===== config.mk =====
export PLATFORM = sky130hd
export DESIGN_NAME = dpram_bus_master
export DESIGN_NICKNAME = d
export VERILOG_FILES = /design/src/rtl/dpram_bus_master.sv
export SDC_FILE = /design/constraint.sdc
export NUM_CORES = 1
export LEC_CHECK = 0
export ABC_CLOCK_PERIOD_IN_PS = 3500
export BUFFER_PORTS_ARGS = -buffer_cell sky130_fd_sc_hd__buf_2
export CORE_UTILIZATION = 45
export CTS_CLUSTER_SIZE = 10
export DETAILED_ROUTE_END_ITERATION = 6
export PLACE_DENSITY = 0.73
export SETUP_SLACK_MARGIN = 0.1
export SLEW_MARGIN = 25
export SYNTH_ARGS = -nofsm -noshare
export SYNTH_HDL_FRONTEND = slang
export SYNTH_SLANG_ARGS = --single-unit

===== constraint.sdc =====
create_clock -name clk -period 3.5 [get_ports clk]
set_input_delay 0.175 -clock clk [delete_from_list [all_inputs] [get_ports clk]]
set_output_delay 0.175 -clock clk [all_outputs]
set_load 0.01 [all_outputs]

===== src/rtl/dpram_bus_master.sv =====
// -----------------------------------------------------------------------------
// dpram_bus_master
//
// Host-side controller for one port of a DS1609-style dual-port RAM with a
// multiplexed address/data bus. A single-beat read or write is accepted over a
// valid/ready handshake. The controller then sequences the RAM pins through an
// address phase, a data phase and a recovery phase, and reports completion
// with a one-cycle response pulse. Read data is presented with that pulse.
//
// The AD pad is built outside this module:
//     AD = ad_oe ? ad_o : 'bz;   ad_i = AD;
//
// Ports
//   clk        in   1       clock, rising edge
//   rst_n      in   1       asynchronous active-low reset
//   req_valid  in   1       request present
//   req_ready  out  1       controller idle; accept on req_valid & req_ready
//   req_we     in   1       1 = write, 0 = read
//   req_addr   in   ADDR_W  RAM address
//   req_wdata  in   DATA_W  write data
//   rsp_valid  out  1       one-cycle pulse at the end of every access
//   rsp_rdata  out  DATA_W  read data; valid with rsp_valid after a read
//   ad_o       out  DATA_W  value driven onto AD
//   ad_oe      out  1       1 = drive AD from ad_o
//   ad_i       in   DATA_W  sampled AD value
//   ce_n       out  1       RAM port enable, active-low
//   we_n       out  1       RAM write enable, active-low
//   oe_n       out  1       RAM output enable, active-low
//
// Parameters
//   ADDR_W      address width (RAM depth 2**ADDR_W)
//   DATA_W      data width; equal to ADDR_W because AD is shared
//   ACCESS_CYC  cycles the WE_/OE_ strobe is held low (>= 1)
//   RECOV_CYC   cycles of recovery after each access (>= 1)
// -----------------------------------------------------------------------------
module dpram_bus_master #(
    parameter int ADDR_W     = 8,
    parameter int DATA_W     = 8,
    parameter int ACCESS_CYC = 2,
    parameter int RECOV_CYC  = 1
) (
    input  logic              clk,
    input  logic              rst_n,
    input  logic              req_valid,
    output logic              req_ready,
    input  logic              req_we,
    input  logic [ADDR_W-1:0] req_addr,
    input  logic [DATA_W-1:0] req_wdata,
    output logic              rsp_valid,
    output logic [DATA_W-1:0] rsp_rdata,
    output logic [DATA_W-1:0] ad_o,
    output logic              ad_oe,
    input  logic [DATA_W-1:0] ad_i,
    output logic              ce_n,
    output logic              we_n,
    output logic              oe_n
);

    typedef enum logic [2:0] {
        S_IDLE,
        S_ASETUP,
        S_ALATCH,
        S_WDATA,
        S_RTURN,
        S_RDATA,
        S_RECOV
    } state_t;

    // One shared counter times both the strobe phase and the recovery phase.
    localparam int MAX_CYC = (ACCESS_CYC > RECOV_CYC) ? ACCESS_CYC : RECOV_CYC;
    localparam int CNT_W   = (MAX_CYC > 1) ? $clog2(MAX_CYC) : 1;
    localparam logic [CNT_W-1:0] ACC_LAST   = CNT_W'(ACCESS_CYC - 1);
    localparam logic [CNT_W-1:0] RECOV_LAST = CNT_W'(RECOV_CYC - 1);

    state_t            state_reg, state_next;
    logic [CNT_W-1:0]  cnt_reg, cnt_next;

    logic              we_reg, we_next;
    logic [ADDR_W-1:0] addr_reg, addr_next;
    logic [DATA_W-1:0] wdata_reg, wdata_next;

    logic              ce_n_reg, ce_n_next;
    logic              we_n_reg, we_n_next;
    logic              oe_n_reg, oe_n_next;
    logic              ad_oe_reg, ad_oe_next;
    logic [DATA_W-1:0] ad_o_reg, ad_o_next;
    logic              rsp_valid_reg, rsp_valid_next;
    logic [DATA_W-1:0] rsp_rdata_reg, rsp_rdata_next;

    logic              accept;

    assign req_ready = (state_reg == S_IDLE);
    assign accept    = req_valid && req_ready;

    // Next state, counter and request capture.
    always_comb begin
        state_next = state_reg;
        cnt_next   = cnt_reg;
        we_next    = we_reg;
        addr_next  = addr_reg;
        wdata_next = wdata_reg;

        // The capture values are forwarded so the address can be decoded onto
        // ad_o on the same edge that accepts the request.
        if (accept) begin
            we_next    = req_we;
            addr_next  = req_addr;
            wdata_next = req_wdata;
        end

        case (state_reg)
            S_IDLE: begin
                if (accept) begin
                    state_next = S_ASETUP;
                end
            end
            S_ASETUP: begin
                state_next = S_ALATCH;
            end
            S_ALATCH: begin
                cnt_next   = '0;
                state_next = we_reg ? S_WDATA : S_RTURN;
            end
            S_RTURN: begin
                cnt_next   = '0;
                state_next = S_RDATA;
            end
            S_WDATA, S_RDATA: begin
                if (cnt_reg == ACC_LAST) begin
                    cnt_next   = '0;
                    state_next = S_RECOV;
                end else begin
                    cnt_next = cnt_reg + CNT_W'(1);
                end
            end
            S_RECOV: begin
                if (cnt_reg == RECOV_LAST) begin
                    cnt_next   = '0;
                    state_next = S_IDLE;
                end else begin
                    cnt_next = cnt_reg + CNT_W'(1);
                end
            end
            default: begin
                state_next = S_IDLE;
            end
        endcase
    end

    // Pin decode from the next state so the pins switch on the same edge as
    // the state register. ad_o keeps its last value while the bus is released.
    always_comb begin
        ce_n_next  = 1'b1;
        we_n_next  = 1'b1;
        oe_n_next  = 1'b1;
        ad_oe_next = 1'b0;
        ad_o_next  = ad_o_reg;

        case (state_next)
            S_ASETUP: begin
                ad_oe_next = 1'b1;
                ad_o_next  = addr_next;
            end
            S_ALATCH: begin
                ad_oe_next = 1'b1;
                ad_o_next  = addr_next;
                ce_n_next  = 1'b0;
            end
            S_WDATA: begin
                ad_oe_next = 1'b1;
                ad_o_next  = wdata_next;
                ce_n_next  = 1'b0;
                we_n_next  = 1'b0;
            end
            S_RTURN: begin
                // Bus already released, RAM not yet driving: turnaround gap.
                ce_n_next = 1'b0;
            end
            S_RDATA: begin
                ce_n_next = 1'b0;
                oe_n_next = 1'b0;
            end
            default: begin
            end
        endcase

        // Pulse only on the first recovery cycle.
        rsp_valid_next = (state_next == S_RECOV) && (state_reg != S_RECOV);

        // Sample the bus on the edge that ends the read strobe phase.
        rsp_rdata_next = rsp_rdata_reg;
        if ((state_reg == S_RDATA) && (state_next == S_RECOV)) begin
            rsp_rdata_next = ad_i;
        end
    end

    always_ff @(posedge clk or negedge rst_n) begin
        if (!rst_n) begin
            state_reg     <= S_IDLE;
            cnt_reg       <= '0;
            we_reg        <= 1'b0;
            addr_reg      <= '0;
            wdata_reg     <= '0;
            ce_n_reg      <= 1'b1;
            we_n_reg      <= 1'b1;
            oe_n_reg      <= 1'b1;
            ad_oe_reg     <= 1'b0;
            ad_o_reg      <= '0;
            rsp_valid_reg <= 1'b0;
            rsp_rdata_reg <= '0;
        end else begin
            state_reg     <= state_next;
            cnt_reg       <= cnt_next;
            we_reg        <= we_next;
            addr_reg      <= addr_next;
            wdata_reg     <= wdata_next;
            ce_n_reg      <= ce_n_next;
            we_n_reg      <= we_n_next;
            oe_n_reg      <= oe_n_next;
            ad_oe_reg     <= ad_oe_next;
            ad_o_reg      <= ad_o_next;
            rsp_valid_reg <= rsp_valid_next;
            rsp_rdata_reg <= rsp_rdata_next;
        end
    end

    assign ce_n      = ce_n_reg;
    assign we_n      = we_n_reg;
    assign oe_n      = oe_n_reg;
    assign ad_oe     = ad_oe_reg;
    assign ad_o      = ad_o_reg;
    assign rsp_valid = rsp_valid_reg;
    assign rsp_rdata = rsp_rdata_reg;

endmodule


# Yosys cells after proc, flatten, opt, wreduce, memory -nomap -nowiden

Cells that the tools add are included.

Memories: 0
ROM bits: 0
Latch bits: 0
RAM bits: 0
Output and inout bits: 22
Logic and storage cells: 52
Bits of input ports: 28
Register bits after elaboration: 42

Magnitude comparators: 0
Muxes and demuxes: 15
Multiply operators: 0
Divide/modulo/power cells: 0
Bitwise operators: 0
Equality and inequality tests: 13
Add/sub/neg operators: 1
Reductions and logical operators: 11
Shifts and indexed selects: 0

Operators by type and width:

| kind                                                                  | count |
|---|---|
| 3-bit equality test, second input constant                            | 6 |
| 3-bit case mux with 6 select lines                                    | 1 |
| 8-bit 2-to-1 mux                                                      | 2 |
| 8-bit case mux with 2 select lines                                    | 1 |
| 3-bit by 2-bit equality test with 1-bit output, second input constant | 4 |
| 3-bit 2-to-1 mux                                                      | 4 |
| 3-bit by 1-bit equality test with 1-bit output, second input constant | 2 |
| 1-bit 2-to-1 mux                                                      | 6 |
| 2-bit OR reduction                                                    | 3 |
| 4-bit OR reduction                                                    | 1 |
| 1-bit logical AND                                                     | 3 |
| 3-bit zero test                                                       | 1 |
| 3-bit inequality test, second input constant                          | 1 |
| 1-bit case mux with 3 select lines                                    | 1 |
| 3-bit nonzero test                                                    | 1 |
| 3-bit OR reduction                                                    | 1 |
| 2-bit nonzero test                                                    | 1 |
| 1-bit adder, second input constant                                    | 1 |

# Depth between registers and ports, before layout

Depth in word-level cells: 7
Mapped depth: 6

# Least setup slack after synthesis

OpenSTA, ideal clock, no wires.

Path kind: flip-flop to flip-flop
Start point: register state_reg[2]
End point: register ad_o_reg[6] (netlist: ad_o[6])
Library setup time: 0.129 ns
Path slack: 1.683 ns
Path buffers: 2
Required time: 3.371 ns
Cell stages (with the launch flop): 7
Arrival: 1.688 ns
Cells stage by stage: dfrtp_1 -> buf_6 -> nor4b_4 -> buf_8 -> mux2_4 -> mux2i_1 -> mux2i_1

RTL lines:

| item                               | line | source |
|---|---|---|
| from (decl)                        | 75   | `state_t state_reg, state_next;` |
| from (signal assigned)             | 212  | `state_reg <= state_next;` |
| 3-bit zero test                    | 92   | `assign req_ready = (state_reg == S_IDLE);` |
| 1-bit logical AND                  | 93   | `assign accept = req_valid && req_ready;` |
| 8-bit 2-to-1 mux                   | 105  | `if (accept) begin` |
| net addr_next[6]                   | 79   | `logic [ADDR_W-1:0] addr_reg, addr_next;` |
| 8-bit case mux with 2 select lines | 159  | `case (state_next)` |
| to (signal assigned)               | 221  | `ad_o_reg <= ad_o_next;` |
| to (decl)                          | 86   | `logic [DATA_W-1:0] ad_o_reg, ad_o_next;` |

The timed path passes the listed nets, and every way through them passes these cells.
A chain may end at the register's enable or synchronous reset.

# Final worst setup path

Start point: register state_reg[0]
End point: register ad_o_reg[1] (netlist: ad_o[1])

Same word-level chain as after synthesis.

==> results.txt <==
The run finished with clean final reports. Area inside the core boundary: 3771 sq um. Summing every instance area after synthesis gives 1831 sq um. The placer congestion estimate is 0.8225, and the worst-case setup margin in the final layout is 1.530 ns. Of all nets on the critical path, the largest fanout is 17. In the layout the commonest cells are sky130_fd_sc_hd__buf_2 (49), sky130_fd_sc_hd__dfrtp_1 (39), sky130_fd_sc_hd__mux2i_1 (17). Leaving out fill and tap cells, the most frequent cell in the layout is sky130_fd_sc_hd__buf_2. Across the VDD grid, the largest voltage drop is 0.0003996 V. The period utilization came out at 0.5629. The worst hold path begins at req_we.

The number of sinks driven by the clock tree was 42. In the final routed layout, each cell accounts on average for 14.44 microns. Averaged over all synthesized cells, the footprint is 13.66 sq um.

STA classifies the critical path startpoint as a register. The layout-stage area growth over the synthesis result came out at 22.21%. By startpoint and endpoint, the worst setup path is classified as reg2reg.

The maximum operating frequency was 507.6 MHz. The CTS buffer count is 5. The cell row count was 22.

The logs give 0.29 ns for the clock latency on the worst-skew pair and 0 for the count of cells resized by post-cts repair. The minimum clock period after layout is 1.970 ns, and the sum of routed wire length over all layers is 3.379 mm. Routed via count divided by cell count: 5.154. The logs give 1.454 ns for the setup slack at placement and 0 for the max-slew violation count. The number of global-route vias before repair is 1141.

For the data arrival time at the worst-slack endpoint, the log shows 2.13 ns. The summed negative setup slack over all endpoints was 0 ns. For this design the static power due to leakage is 0.001138 uW. The worst setup path is captured at a register. Setup repair after global routing left no endpoint under its margin. The min-delay analysis places its worst path in the category in2reg. Yosys printed 0 warnings. The layout cell share with drive strength beyond 1 works out to 0.4731. Pin placement for this block handled 50 I/O pins. At the worst endpoint, the required time is 3.66 ns. Setup violations remaining at the end of the flow were counted as 0. The final clock skew came out at 0.002026 ns. Entering global routing, the biggest net connects 43 pins.

Summed over all layers, the global routing overflow is 0. The portion of synthesized cell area occupied by the leading cell type was 0.5332. In this run the deepest clock path goes through 2 buffers.

The die is 65.78 microns tall. The logs give 0 for the count of maximum capacitance violations and 1206 for the number of vias after detailed routing. The tools report the clock root buffer master as sky130_fd_sc_hd__clkbuf_8. The tools report the wire length of the first global-routing pass as 5.368 mm. The worst setup path startpoint is state_reg[0].

The die covers 4327 sq um. The logs give 0 for the number of hold violations in the final report and 0 for the initial antenna violation count. The largest area contributor in the synthesized netlist was sky130_fd_sc_hd__dfrtp_1. Once detail routing completed, the nets flagged for antenna violations numbered 0. In this run the number of H-tree levels came out at 2.

The filler cells instantiated in the layout total 314. The starting density of the core was 0.4854. The pre-antenna-repair detailed-routing pass consisted of 4 iterations. Clock-pin slew was measured on the worst setup and hold paths at 0.07 ns. The transition time at the pin with the least slew margin is 0.6200 ns, and the post-DP HPWL is 2.340 mm. Overall fraction of global-route tracks in use: 0.1704. For this run, design rule violations remaining after detail routing come to 0.

In this run the tool buffered the top-level ports with 49 buffer cells. The reg-to-reg startpoint is state_reg[0]. The logs give 134 for the synthesized instance count and 54 for the detailed router's first-iteration violation count. The repair_antennas step left the layout with diodes totalling 0. The number of synthesized register bits works out to 42. The tools report the sequential cell area fraction in the yosys report as 0.5762.

Power per cell area: 983.3 nW/um^2. For this run, the post-layout net count is 213. TritonCTS built the clock tree. The tools report the worst slew margin relative to its limit as 0.5866. The floorplan step set the die width to 65.78 microns. By area the synthesized netlist is led by sky130_fd_sc_hd__dfrtp_1 (53%), sky130_fd_sc_hd__mux2i_1 (9.3%), sky130_fd_sc_hd__mux2_2 (9.2%). The net count of the mapped netlist is 162.

For the distinct cell type count after synthesis, the log shows 30.
cells by family after synthesis:
group | share of synthesized area
AND/OR/NAND/NOR | 0.06014
AO/OA/AOI/OAI | 0.04238
buffers and inverters | 0.05125
flip-flops | 0.5762
multiplexers | 0.2652
XOR/XNOR | 0.004786
report_power, final:
group	total [uW]	switching, uW	internal (uW)
clock	390	158	232
sequential	906	161	745
combinational	903	430	474
metrics by stage:
stage,util,instance area (sq um),power [uW],instances,hold slack (ns)
finish,0.5932,2237,2200,234,0.09376
global placement,0.5534,2087,1760,224,0.3374
global route,0.5932,2237,2339,234,0.1030
detailed placement,0.5534,2087,1814,224,0.3656
CTS,0.5843,2203,2215,232,0.04167
floorplan,-,1831,1572,134,-0.1206
routing by layer:
layer | GRT usage | part of all wire | vias up
met5 | 0 | 0 | -
met4 | 0.07880 | 0.020 | 0
met3 | 0.05517 | 0.049 | 9
met2 | 0.2704 | 0.52 | 41
met1 | 0.2096 | 0.41 | 602
li1 | - | - | 554
timing repair:
action,4_1_cts,5_1_grt
buffers inserted,0,0
hold buffers,0,1
hold endpoints to repair,0,9
layout make-up:
cell class / count / area [sq um] / area share
Tap cell: 48 / 60.06 / 0.02685
Inverter: 10 / 37.54 / 0.01678
Timing Repair Buffer: 52 / 282.8 / 0.1264
Clock inverter: 1 / 30.03 / 0.01342
Sequential cell: 42 / 1055 / 0.4715
Multi-Input combinational cell: 74 / 685.7 / 0.3065
Clock buffer: 7 / 86.33 / 0.03859
worst max-delay path, stage by stage, from the launching register on:
cell	delay, ns
sky130_fd_sc_hd__dfrtp_1	0.56
sky130_fd_sc_hd__nor4b_4	0.31
sky130_fd_sc_hd__buf_4	0.33
sky130_fd_sc_hd__mux2_2	0.40
sky130_fd_sc_hd__mux2i_1	0.14
sky130_fd_sc_hd__mux2i_1	0.08
synth_stat cells, drive strengths merged:
| cell | number |
|---|---|
| a21bo | 1 |
| nor4b | 1 |
| nand3 | 1 |
| nor2b | 2 |
| clkbuf | 1 |
| dfrtp | 39 |
| mux2 | 25 |
| nor2 | 9 |
| a21oi | 1 |
| nor3 | 1 |
| o21ai | 4 |
| o21a | 1 |
| a31oi | 1 |
| a211o | 1 |
| a221o | 1 |
| mux2i | 17 |
| xnor2 | 1 |
| nand2 | 3 |
| buf | 7 |
| a222oi | 1 |
| inv | 10 |
| nand2b | 3 |
| dfstp | 3 |
worst paths after layout:
check                               endpoint  slack (ns)  cells after the start
min in group asynchronous       rsp_rdata[3]        0.28                      2
max in group asynchronous               we_n        2.71                      3
worst min-delay path                  we_reg        0.09                      2
worst max-delay path                 ad_o[1]        1.53                      5
worst min register to register  wdata_reg[5]        0.50                      1
worst max register to register       ad_o[1]        1.53                      5
Note: power is estimated with default switching activity, not from simulation.
